===== config.mk =====
export PLATFORM = sky130hd
export DESIGN_NAME = chacha_block_sequencer
export DESIGN_NICKNAME = d
export VERILOG_FILES = /design/src/rtl/chacha_block_sequencer.sv
export SDC_FILE = /design/constraint.sdc
export NUM_CORES = 1
export LEC_CHECK = 0
export ABC_AREA = 1
export CORE_AREA = 2 2 430 432
export DETAILED_ROUTE_END_ITERATION = 12
export DIE_AREA = 0 0 432 434
export GPL_TIMING_DRIVEN = 1
export PLACE_DENSITY = 0.56
export SYNTH_ARGS = -nofsm -noshare
export SYNTH_HDL_FRONTEND = slang
export SYNTH_SLANG_ARGS = --single-unit

===== constraint.sdc =====
create_clock -name clk -period 11.1 [get_ports clk]
set_clock_uncertainty 0.05 [all_clocks]
set_input_delay 2.775 -clock clk [delete_from_list [all_inputs] [get_ports clk]]
set_output_delay 2.775 -clock clk [all_outputs]
set_load 0.05 [all_outputs]

===== src/rtl/chacha_block_sequencer.sv =====
// chacha_block_sequencer
// Packs a 32-bit word stream into 512-bit blocks for chacha20_poly1305_core,
// issues each block with init (first of message) or next, captures the core
// result and streams it back out word by word with message framing.
// Only one block is ever in flight: input is closed from ISSUE to end of DRAIN.

module chacha_block_sequencer #(
  parameter int CNT_W = 16
) (
  input  logic             clk,
  input  logic             reset_n,
  // input word stream
  input  logic             s_valid,
  output logic             s_ready,
  input  logic [31:0]      s_data,
  input  logic             s_last,
  // core handshake
  output logic             core_init,
  output logic             core_next,
  output logic [511:0]     core_data_in,
  input  logic             core_ready,
  input  logic             core_valid,
  input  logic [511:0]     core_data_out,
  // output word stream
  output logic             m_valid,
  input  logic             m_ready,
  output logic [31:0]      m_data,
  output logic             m_last,
  output logic [CNT_W-1:0] blk_cnt
);

  typedef enum logic [1:0] {
    ST_FILL  = 2'd0,
    ST_ISSUE = 2'd1,
    ST_WAIT  = 2'd2,
    ST_DRAIN = 2'd3
  } state_t;

  state_t state_q, state_d;

  // Slot k of a block lives at packed index 15-k, i.e. bits [511-32k -: 32].
  logic [15:0][31:0] blk_buf_q;
  logic [15:0][31:0] out_buf_q;

  logic       running_q;   // low only in the first cycle after reset release
  logic [3:0] wr_idx_q;
  logic [3:0] rd_idx_q;
  logic [3:0] last_idx_q;  // n_words - 1 of the block in flight
  logic       last_blk_q;
  logic       first_blk_q;

  logic in_fire;
  logic closing;
  logic issue_fire;
  logic capture;
  logic out_fire;
  logic drain_done;

  assign s_ready      = running_q & (state_q == ST_FILL);
  assign m_valid      = (state_q == ST_DRAIN);
  assign m_data       = m_valid ? out_buf_q[4'd15 - rd_idx_q] : 32'd0;
  assign m_last       = m_valid & last_blk_q & (rd_idx_q == last_idx_q);
  assign core_data_in = blk_buf_q;

  assign in_fire    = s_valid & s_ready;
  assign closing    = in_fire & (s_last | (wr_idx_q == 4'd15));
  assign issue_fire = (state_q == ST_ISSUE) & core_ready;
  assign capture    = (state_q == ST_WAIT) & core_valid;
  assign out_fire   = m_valid & m_ready;
  assign drain_done = out_fire & (rd_idx_q == last_idx_q);

  // Next-state logic.
  always_comb begin
    // NOTE: state_d gets a default before the case so no path leaves it
    // unassigned; without it the tool would infer a latch.
    state_d = state_q;
    unique case (state_q)
      ST_FILL:  if (closing)    state_d = ST_ISSUE;
      ST_ISSUE: if (issue_fire) state_d = ST_WAIT;
      ST_WAIT:  if (capture)    state_d = ST_DRAIN;
      ST_DRAIN: if (drain_done) state_d = ST_FILL;
      default:                  state_d = ST_FILL;
    endcase
  end

  // State register and the post-reset input enable.
  always_ff @(posedge clk or negedge reset_n) begin
    if (!reset_n) begin
      state_q   <= ST_FILL;
      running_q <= 1'b0;
    end else begin
      // NOTE: every register in a clocked block uses <= so all flops update
      // from the same pre-edge values regardless of statement order.
      state_q   <= state_d;
      running_q <= 1'b1;
    end
  end

  // Block buffer, indices, framing flags, core pulses and block counter.
  always_ff @(posedge clk or negedge reset_n) begin
    if (!reset_n) begin
      blk_buf_q   <= '0;
      wr_idx_q    <= 4'd0;
      rd_idx_q    <= 4'd0;
      last_idx_q  <= 4'd0;
      last_blk_q  <= 1'b0;
      first_blk_q <= 1'b1;
      core_init   <= 1'b0;
      core_next   <= 1'b0;
      blk_cnt     <= '0;
    end else begin
      core_init <= 1'b0;
      core_next <= 1'b0;

      if (in_fire) begin
        blk_buf_q[4'd15 - wr_idx_q] <= s_data;
        wr_idx_q                    <= wr_idx_q + 4'd1;
        if (closing) begin
          last_idx_q <= wr_idx_q;
          last_blk_q <= s_last;
        end
      end

      if (issue_fire) begin
        if (first_blk_q) begin
          core_init <= 1'b1;
          blk_cnt   <= CNT_W'(1);
        end else begin
          core_next <= 1'b1;
          blk_cnt   <= blk_cnt + CNT_W'(1);
        end
        first_blk_q <= 1'b0;
      end

      if (capture) begin
        rd_idx_q <= 4'd0;
      end

      if (out_fire) begin
        if (drain_done) begin
          // Unfilled slots of the next block must read as zero.
          wr_idx_q  <= 4'd0;
          blk_buf_q <= '0;
          if (last_blk_q) begin
            first_blk_q <= 1'b1;
          end
        end else begin
          rd_idx_q <= rd_idx_q + 4'd1;
        end
      end
    end
  end

  // Result buffer, loaded once per block when the core answers.
  // NOTE: this datapath storage has no reset; it is only observed through
  // m_data, which is forced to zero whenever we are not in DRAIN.
  always_ff @(posedge clk) begin
    if (capture) begin
      out_buf_q <= core_data_out;
    end
  end

endmodule


Word-level counts from Yosys, hierarchy flattened
Index checks and enable logic that the tools add are counted.
{"block": "classes", "bitwise": 10, "eq_ne": 9, "shift": 0, "multipliers": 0, "n_lt_le_gt_ge": 3, "n_mux": 29, "div_mod_pow": 0, "add_sub_neg": 5, "reduce_logical": 4}
{"cell": "512-bit two-way mux", "count": 3}
{"cell": "512-bit bitwise mux", "count": 1}
{"cell": "32-bit binary-select mux with 4-bit select", "count": 1}
{"cell": "32-bit demux with 4-bit select", "count": 1}
{"cell": "32-bit two-way mux", "count": 3}
{"cell": "4-bit two-way mux", "count": 6}
{"cell": "16-bit by 1-bit adder with 16-bit output, second input constant", "count": 1}
{"cell": "16-bit two-way mux", "count": 1}
{"cell": "4-bit by 5-bit < comparator with 1-bit output, second input constant", "count": 2}
{"cell": "1-bit AND", "count": 9}
{"cell": "4-bit by 1-bit adder with 4-bit output, second input constant", "count": 2}
{"cell": "1-bit two-way mux", "count": 8}
{"cell": "2-bit two-way mux", "count": 4}
{"cell": "2-bit case mux with 4 select lines", "count": 1}
{"cell": "4-bit subtractor, first input constant", "count": 2}
{"cell": "2-bit inequality test, second input constant", "count": 3}
{"cell": "2-bit == test, second input constant", "count": 2}
{"cell": "4-bit == test", "count": 1}
{"cell": "4-bit == test, second input constant", "count": 1}
{"cell": "4-bit by 1-bit >= comparator with 1-bit output, second input constant", "count": 1}
{"cell": "4-bit AND reduction", "count": 1}
{"cell": "2-bit by 1-bit == test with 1-bit output, second input constant", "count": 1}
{"cell": "2-bit zero test", "count": 1}
{"cell": "2-bit by 1-bit inequality test with 1-bit output, second input constant", "count": 1}
{"cell": "3 further kinds", "count": 3}
{"block": "word_totals", "register_bits": 1059, "memories": 0, "elab_cells": 102, "mem_bits_ro": 0, "ram_bits": 0, "latch_bits": 0}

Depth between registers and ports, before layout
Gate-level depths: netlist of run 1.
{"block": "logic_depth", "word_depth": 9, "depth_mapped": 11}

Worst setup path before layout of run 1
OpenSTA, ideal clock, no wires.
{"block": "synth_timing", "path_type": "input to register", "startpoint": "in core_valid", "endpoint": "reg rd_idx_q[2]", "slack_ns": -2.635, "stages": 7, "arrival_time_ns": 13.559, "path_cell_list": "nand2_1 > inv_1 > nor2_1 > nand4_1 > nand2_1 > nand2_1 > nand2_1"}
{"block": "synth_via", "elab_chain_cells": 4}
{"element": "start: declaration", "line_no": "22", "text": "input logic core_valid,"}
{"element": "1-bit AND (*)", "line_no": "68", "text": "assign capture = (state_q == ST_WAIT) & core_valid;"}
{"element": "via capture", "line_no": "55", "text": "logic capture;"}
{"element": "4-bit two-way mux (*)", "line_no": "135", "text": "if (capture) begin"}
{"element": "4-bit two-way mux", "line_no": "140", "text": "if (drain_done) begin"}
{"element": "4-bit two-way mux (*)", "line_no": "139", "text": "if (out_fire) begin"}
{"element": "end signal: assignment", "line_no": "148", "text": "rd_idx_q <= rd_idx_q + 4'd1;"}
{"element": "end: declaration", "line_no": "47", "text": "logic [3:0] rd_idx_q;"}
Mark *: on every way through the listed nets, which the timed path passes. The rest lies on a longest branch.
A chain may end at the register's enable or synchronous reset.

Final worst setup path of run 1
{"block": "layout_timing", "startpoint": "reg rd_idx_q[0]", "endpoint": "out m_data[15]"}
{"block": "layout_via", "elab_chain_cells": 4}
{"element": "4-bit subtractor", "line_no": "61", "text": "assign m_data = m_valid ? out_buf_q[4'd15 - rd_idx_q] : 32'd0;"}
{"element": "32-bit binary-select mux with 4-bit select", "line_no": "61"}
{"element": "32-bit two-way mux (implied by the code)", "line_no": "61"}
{"element": "32-bit two-way mux", "line_no": "61"}
{"element": "end: declaration", "line_no": "27", "text": "output logic [31:0] m_data,"}
Every way passes these cells. The select of a mux whose other input is x is not followed.

==> metrics.txt, run 1 <==
P&R area growth vs syn=38.3%; CTS Buffer Depth=3; EDFF count, synth=between 500 and 600; reg2reg path depth=9; final WL=184 mm; syn_nets=5176; Setup CP Type=flop to output port; worst-path fanout max=approximately 80; number of buffers created by CTS=between 100 and 150; layout cells sized above 1=0.0434; Synth async-reset ratio=0.517; FF+latch count, synth=between 1000 and 1500; hold path depth=2; HP Class=flop to flop; initial antenna violation count=71; VDD IR-drop max=163 µV; Reg area=29100 µm²; startpoint types=flop; Post-Syn Area per Cell=9.81 µm²; GPL Wtd Cong=0.906; clock insertion delay at the later pin of the skew report=between 0.7 and 0.8 ns; Slew HR=0.201; first-pass GRT wire length=256 mm; DR vias/cell=4.44; Resize count post-CTS=0; iteration count of the initial detailed-routing pass=5; endpoints failing setup=0; die area=187000 µm²; filler instances=~18000; ys flop type=dfrtp_1; post-route DRC violation count=0; Starting Density=0.248; fmax=between 100 and 150 MHz; status=finished clean; Mapped Area=45300 µm²; DIE WIDTH=432 µm; Lkg Pwr=about 0.028 µW; pin count of the biggest net entering global routing=189; setup_tns=0 ns; Critical Path RT=8.28 ns; largest cells by area after synthesis=edfxtp_1, dfrtp_1, nand2_1; CP Capture Type=output port; Final #Nets=6158; max-cap viol count=0; HPWL after DPL=132 mm; DRT iter0 DRCs=3201; final slew viol count=0; CTS Hold Bufs=0; CTS tree=yes; postcts setup bufs=0; number of port buffers=1115; cell row count=157; Post-synth top cells=nand2_1, inv_1, dfrtp_1; Die Ht=434 µm; most numerous cell in the Yosys netlist=nand2_1; Detail Route Antenna Nets=0; root buffer cell=clkbuf_16; routed len/inst=~23 µm; area post-placement=just under 60000 µm²; Seq/Total Area, Yosys=0.642; pwr dens=297 nW/µm²; H-tree depth=3; synthesized instance count=4614; cell taking the most area after synthesis=edfxtp_1; Ports=1116; Final period util=0.699; area share of the leading cell type in the synthesized netlist=0.340; Worst-Margin Slew=between 1 and 1.5 ns; synth warn=0; Core Util, Final=0.343; arrival time worst endpoint=between 4 and 5 ns; vias in the first global route=35100; design area=between 60000 and 70000 µm²; minimum clock period=7.76 ns; aggregate global routing overflow=0; PnR Total Power=18600 µW; vias post-DR=between 30000 and 40000; core area=182000 µm²; unrepaired setup endpoints after global routing=no; post-synth cell types=31; Sink Count=1059; WHS=0.470 ns; Hold Fails Final Rpt=0; footprint of the multi-input gates=11300 µm²; Reg clk slew, reported paths=approximately 0.070 ns; gr usage total=0.189
[power breakdown]
part           total, µW  switching (µW)  internal, µW
combinational       8580            5980          2610
clock               4010            1710          2300
sequential          5980             637          5340
[path summary, 6_finish.rpt]
kind,startpoint,slack (ns),end
setup / recovery,rd_idx_q[0],3.34,m_data[15]
hold / removal,core_data_in[192],0.47,core_data_in[192]
min in group asynchronous,reset_n,2.01,core_data_in[20]
setup reg to reg,rd_idx_q[2],7.08,core_data_in[187]
hold reg to reg,core_data_in[192],0.47,core_data_in[192]
max in group asynchronous,reset_n,6.91,core_data_in[381]
[kinds of logic (layout without fill, tap and decap cells)]
logic type | Yosys count | in the layout | synth area share
simple gates | 1680 | 1680 | 0.150
buf+inv | 1256 | 2337 | 0.109
flops | 1059 | 1059 | 0.642
compound gates | 605 | 605 | 0.0956
fa+ha+maj | 11 | 11 | 0.00304
xor+xnor | 2 | 2 | 0.000387
other cells | 1 | 40 | 0.0000829
[layout make-up]
cell class              instances  share of cell area
diodes                         39             0.00156
clock buffers                 179              0.0541
clock inverters                42             0.00872
inverters                     958              0.0577
multi-input cells            2299               0.181
flip-flops and latches       1059               0.465
well taps                    2385              0.0477
repair buffers               1158               0.185
[sequential cells by signal (all words and copies together), names as in the netlist]
signal	count
running_q	1
wr_idx_q	4
state_q	2
first_blk_q	1
core_init	1
core_data_in	512
last_idx_q	4
last_blk_q	1
rd_idx_q	4
out_buf_q	512
blk_cnt	16
core_next	1
[layout by cell type, fill, tap and decap left out, types with 3 or more instances in the layout]
master	instances
a21oi_1	40
buf_12	6
buf_4	37
bufinv_16	8
clkbuf_1	43
clkbuf_16	120
clkbuf_8	16
clkdlybuf4s50_1	1114
clkinv_1	8
clkinv_16	3
clkinv_2	15
dfrtp_1	542
dfrtp_4	3
diode_2	39
edfxtp_1	512
ha_1	11
inv_1	940
inv_16	3
inv_2	14
inv_6	3
nand2_1	1220
nand2_2	3
nand3_1	352
nor2_1	90
nor2_4	3
nor3_1	4
o211ai_1	513
o21ai_0	44
o22ai_1	4
[critical path: stages (launching register included)]
cell and delay (ns):
dfrtp_4 0.72, buf_4 0.68, buf_4 0.82, nand2_1 0.10
nand2_1 0.12, nand2_1 0.05, nand3_1 0.09, nand3_1 0.23
a21oi_1 0.40, clkdlybuf4s50_1 0.87
[through the flow]
step / worst slack [ns] / cells
after floorplan: 0.0612 / 4614
after global placement: 4.11 / 7859
after detailed placement: 4.13 / 7859
after CTS: 3.21 / 8080
after global routing: 3.02 / 8112
final: 3.34 / 8119
[per-layer routing]
| layer | global-route usage | part of all wire | vias to the layer above |
|---|---|---|---|
| met5 | 0 | 0.0015 | - |
| met1 | 0.196 | 0.34 | 17300 |
| met2 | 0.339 | 0.52 | 1486 |
| met4 | 0.123 | 0.065 | 40 |
| li1 | - | - | 16900 |
| met3 | 0.0487 | 0.071 | 388 |
No activity file was read; power rests on OpenSTA's default activity.
==> run 2: changes to the inputs <==
--- a/config.mk
+++ b/config.mk
@@ -6,11 +6,11 @@
 export NUM_CORES = 1
 export LEC_CHECK = 0
 export ABC_AREA = 1
-export CORE_AREA = 2 2 430 432
+export CORE_AREA = 2 2 432 434
 export DETAILED_ROUTE_END_ITERATION = 12
-export DIE_AREA = 0 0 432 434
+export DIE_AREA = 0 0 434 436
 export GPL_TIMING_DRIVEN = 1
-export PLACE_DENSITY = 0.56
+export PLACE_DENSITY = 0.55
 export SYNTH_ARGS = -nofsm -noshare
 export SYNTH_HDL_FRONTEND = slang
 export SYNTH_SLANG_ARGS = --single-unit
==> constraint.sdc (replaced) <==
create_clock -name clk -period 7.9 [get_ports clk]
set_clock_uncertainty 0.05 [all_clocks]
set_input_delay 1.975 -clock clk [delete_from_list [all_inputs] [get_ports clk]]
set_output_delay 1.975 -clock clk [all_outputs]
set_load 0.05 [all_outputs]
==> metrics.txt, run 2 (same netlist as run 1, synthesis figures left out) <==
status=finished clean; CTS Hold Bufs=0 (unchanged); Lkg Pwr=0.0280 µW (about the same); worst-path fanout max=163 (+100%); GPL Wtd Cong=0.960 (+5.9%); postcts setup bufs=0 (unchanged); Worst R2R End=core_data_in[211]; Final period util=0.880; Worst-Margin Slew=1.19 ns (-0.00571 ns); CP most frequent cell=nand2_1; vias in the first global route=35700 (+1.7%); worst hold start=core_data_in[485]; vias post-DR=36100 (+0.036%); DIE WIDTH=434 µm (+0.46%); initial antenna violation count=48 (-32%); placed cell count=7952 (+1.2%); DRT iter0 DRCs=3041 (-5.0%); max-cap viol count=0 (unchanged); met3 wire len=12.4 mm (-5.0%); Slew HR=0.205 (+0.00380); number of buffers created by CTS=119 (-0.83%); Reg-to-Reg Start=rd_idx_q[2]; Slowest-stage cell, CP=clkdlybuf4s50_1; clock insertion delay at the later pin of the skew report=0.77 ns (about the same); arrival time worst endpoint=4.93 ns (about the same); first-pass GRT wire length=262 mm (+2.3%); pin count of the biggest net entering global routing=216 (+14%); highest metal used=met5; VDD IR-drop max=238 µV (+46%); Hold Fails Final Rpt=0 (unchanged); core area=185000 µm² (+1.2%); most common cell after layout, fill and taps aside=nand2_1; reg2reg path depth=8 (-1); FF-to-FF setup slack=3.82 ns (-3.26 ns); Sink Count=1059 (unchanged); Finished Layout Cells=8206 (+1.1%); startpoint types=flop; CTS tree=yes; minimum clock period=6.96 ns; gr usage total=0.192 (+0.00291); post-route DRC violation count=0 (unchanged); Reg clk slew, reported paths=0.06 ns (about the same); Critical Path RT=5.88 ns (-2.40 ns); final slew viol count=0 (unchanged); HPWL after DPL=136 mm (+2.7%); Resize count post-CTS=0 (unchanged); CP Capture Type=output port; routed len/inst=22.8 µm (+0.81%); iteration count of the initial detailed-routing pass=8 (+3); end of the worst hold path=core_data_in[485]; worst path bufs/invs=3 (unchanged); final WL=187 mm (+1.9%); die area=189000 µm² (+0.93%); Detail Route Antenna Nets=0 (unchanged); H-tree depth=3 (unchanged); DR vias/cell=4.39 (-1.0%); aggregate global routing overflow=0 (unchanged); Starting Density=0.245 (-0.00289); endpoints failing setup=0 (unchanged); pwr dens=415 nW/µm² (+40%); HP Class=flop to flop; Critical Path Stages=9 (unchanged); most frequent cells in the layout=nand2_1, clkdlybuf4s50_1, inv_1; cell row count=158 (+0.64%); Die Ht=436 µm (+0.46%); Final #Nets=6155 (-0.049%); layout cells sized above 1=0.0444 (+0.00104); wire length on met2=99.5 mm (+4.3%); fmax=144 MHz; fin worst setup slack=0.944 ns (-2.40 ns); P&R area growth vs syn=38.4% (about the same); number of port buffers=1115 (unchanged); crit-path cells=inv_8 -> buf_4 -> nand2_1 -> nand2_1 -> nand2_1 -> nand3_1 -> nand3_1 -> a21oi_1 -> clkdlybuf4s50_1; Top delay family on crit path=buffers and inverters; Setup CP Type=flop to output port; Post-Place Setup Slack=1.67 ns (-2.47 ns); CTS Buffer Depth=3 (unchanged); hold path depth=2 (unchanged); unrepaired setup endpoints after global routing=no; WHS=0.470 ns (+0.0000710 ns); Worst path max stage delay=0.93 ns (+0.06 ns); root buffer cell=clkbuf_16; M1 WL=63.6 mm (+0.98%); Ports=1116 (unchanged)
## run 2: cell count changes in the layout (fill, tap and decap cells not counted), moves of 3 or more
cell | before | now
diode_2 | 39 | 29
clkinv_1 | 8 | 21
clkbuf_8 | 16 | 12
clkinv_2 | 15 | 26
inv_6 | 3 | 6
buf_4 | 37 | 31
clkbuf_1 | 43 | 28
bufinv_16 | 8 | 4
buf_12 | 6 | 10
## run 2: layer usage
layer,vias up,track usage
met3,369,0.0437
li1,16800,-
met1,17400,0.195
met4,22,0.120
met2,1472,0.353
met5,-,0
## run 2: worst max path at each step
stage | from | endpoint | slack [ns]
after CTS | rd_idx_q[0] | m_data[12] | 0.75
after global placement | rd_idx_q[0] | m_data[12] | 1.66
after detailed placement | rd_idx_q[0] | m_data[12] | 1.67
after floorplan | core_valid | out_buf_q[0] | -2.29
after global routing | rd_idx_q[0] | m_data[12] | 0.63
final | rd_idx_q[0] | m_data[12] | 0.94
## run 2: worst min-delay path: stages (launching register included)
cell	delay [ns]
dfrtp_1	0.34
o211ai_1	0.09
inv_1	0.05
## run 2: stage by stage
stage	TNS (ns)	instance area, µm²	total power, µW	util
finish	0	62600	26000	0.339
global route	0	62600	27200	0.339
CTS	0	62500	26300	0.339
detailed placement	0	58700	20700	0.318
global placement	0	58700	20600	0.318
floorplan	-1173.95	45300	15900	-
## run 2: cell type report
type / instances / area, µm²
fill: 18800 / 122000
sequential: 1059 / 29100
timing repair buffer: 1156 / 11600
multi-input combinational: 2299 / 11300
inverter: 958 / 3610
clock buffer: 160 / 3270
tap: 2480 / 3100
clock inverter: 65 / 563
antenna: 29 / 72.6
## run 2: power by group
group	total, µW	internal [µW]	switching (µW)	leakage (µW)
Combinational	12000	3680	8370	0.0146
Clock	5490	3050	2430	0.00189
Sequential	8450	7500	955	0.0115
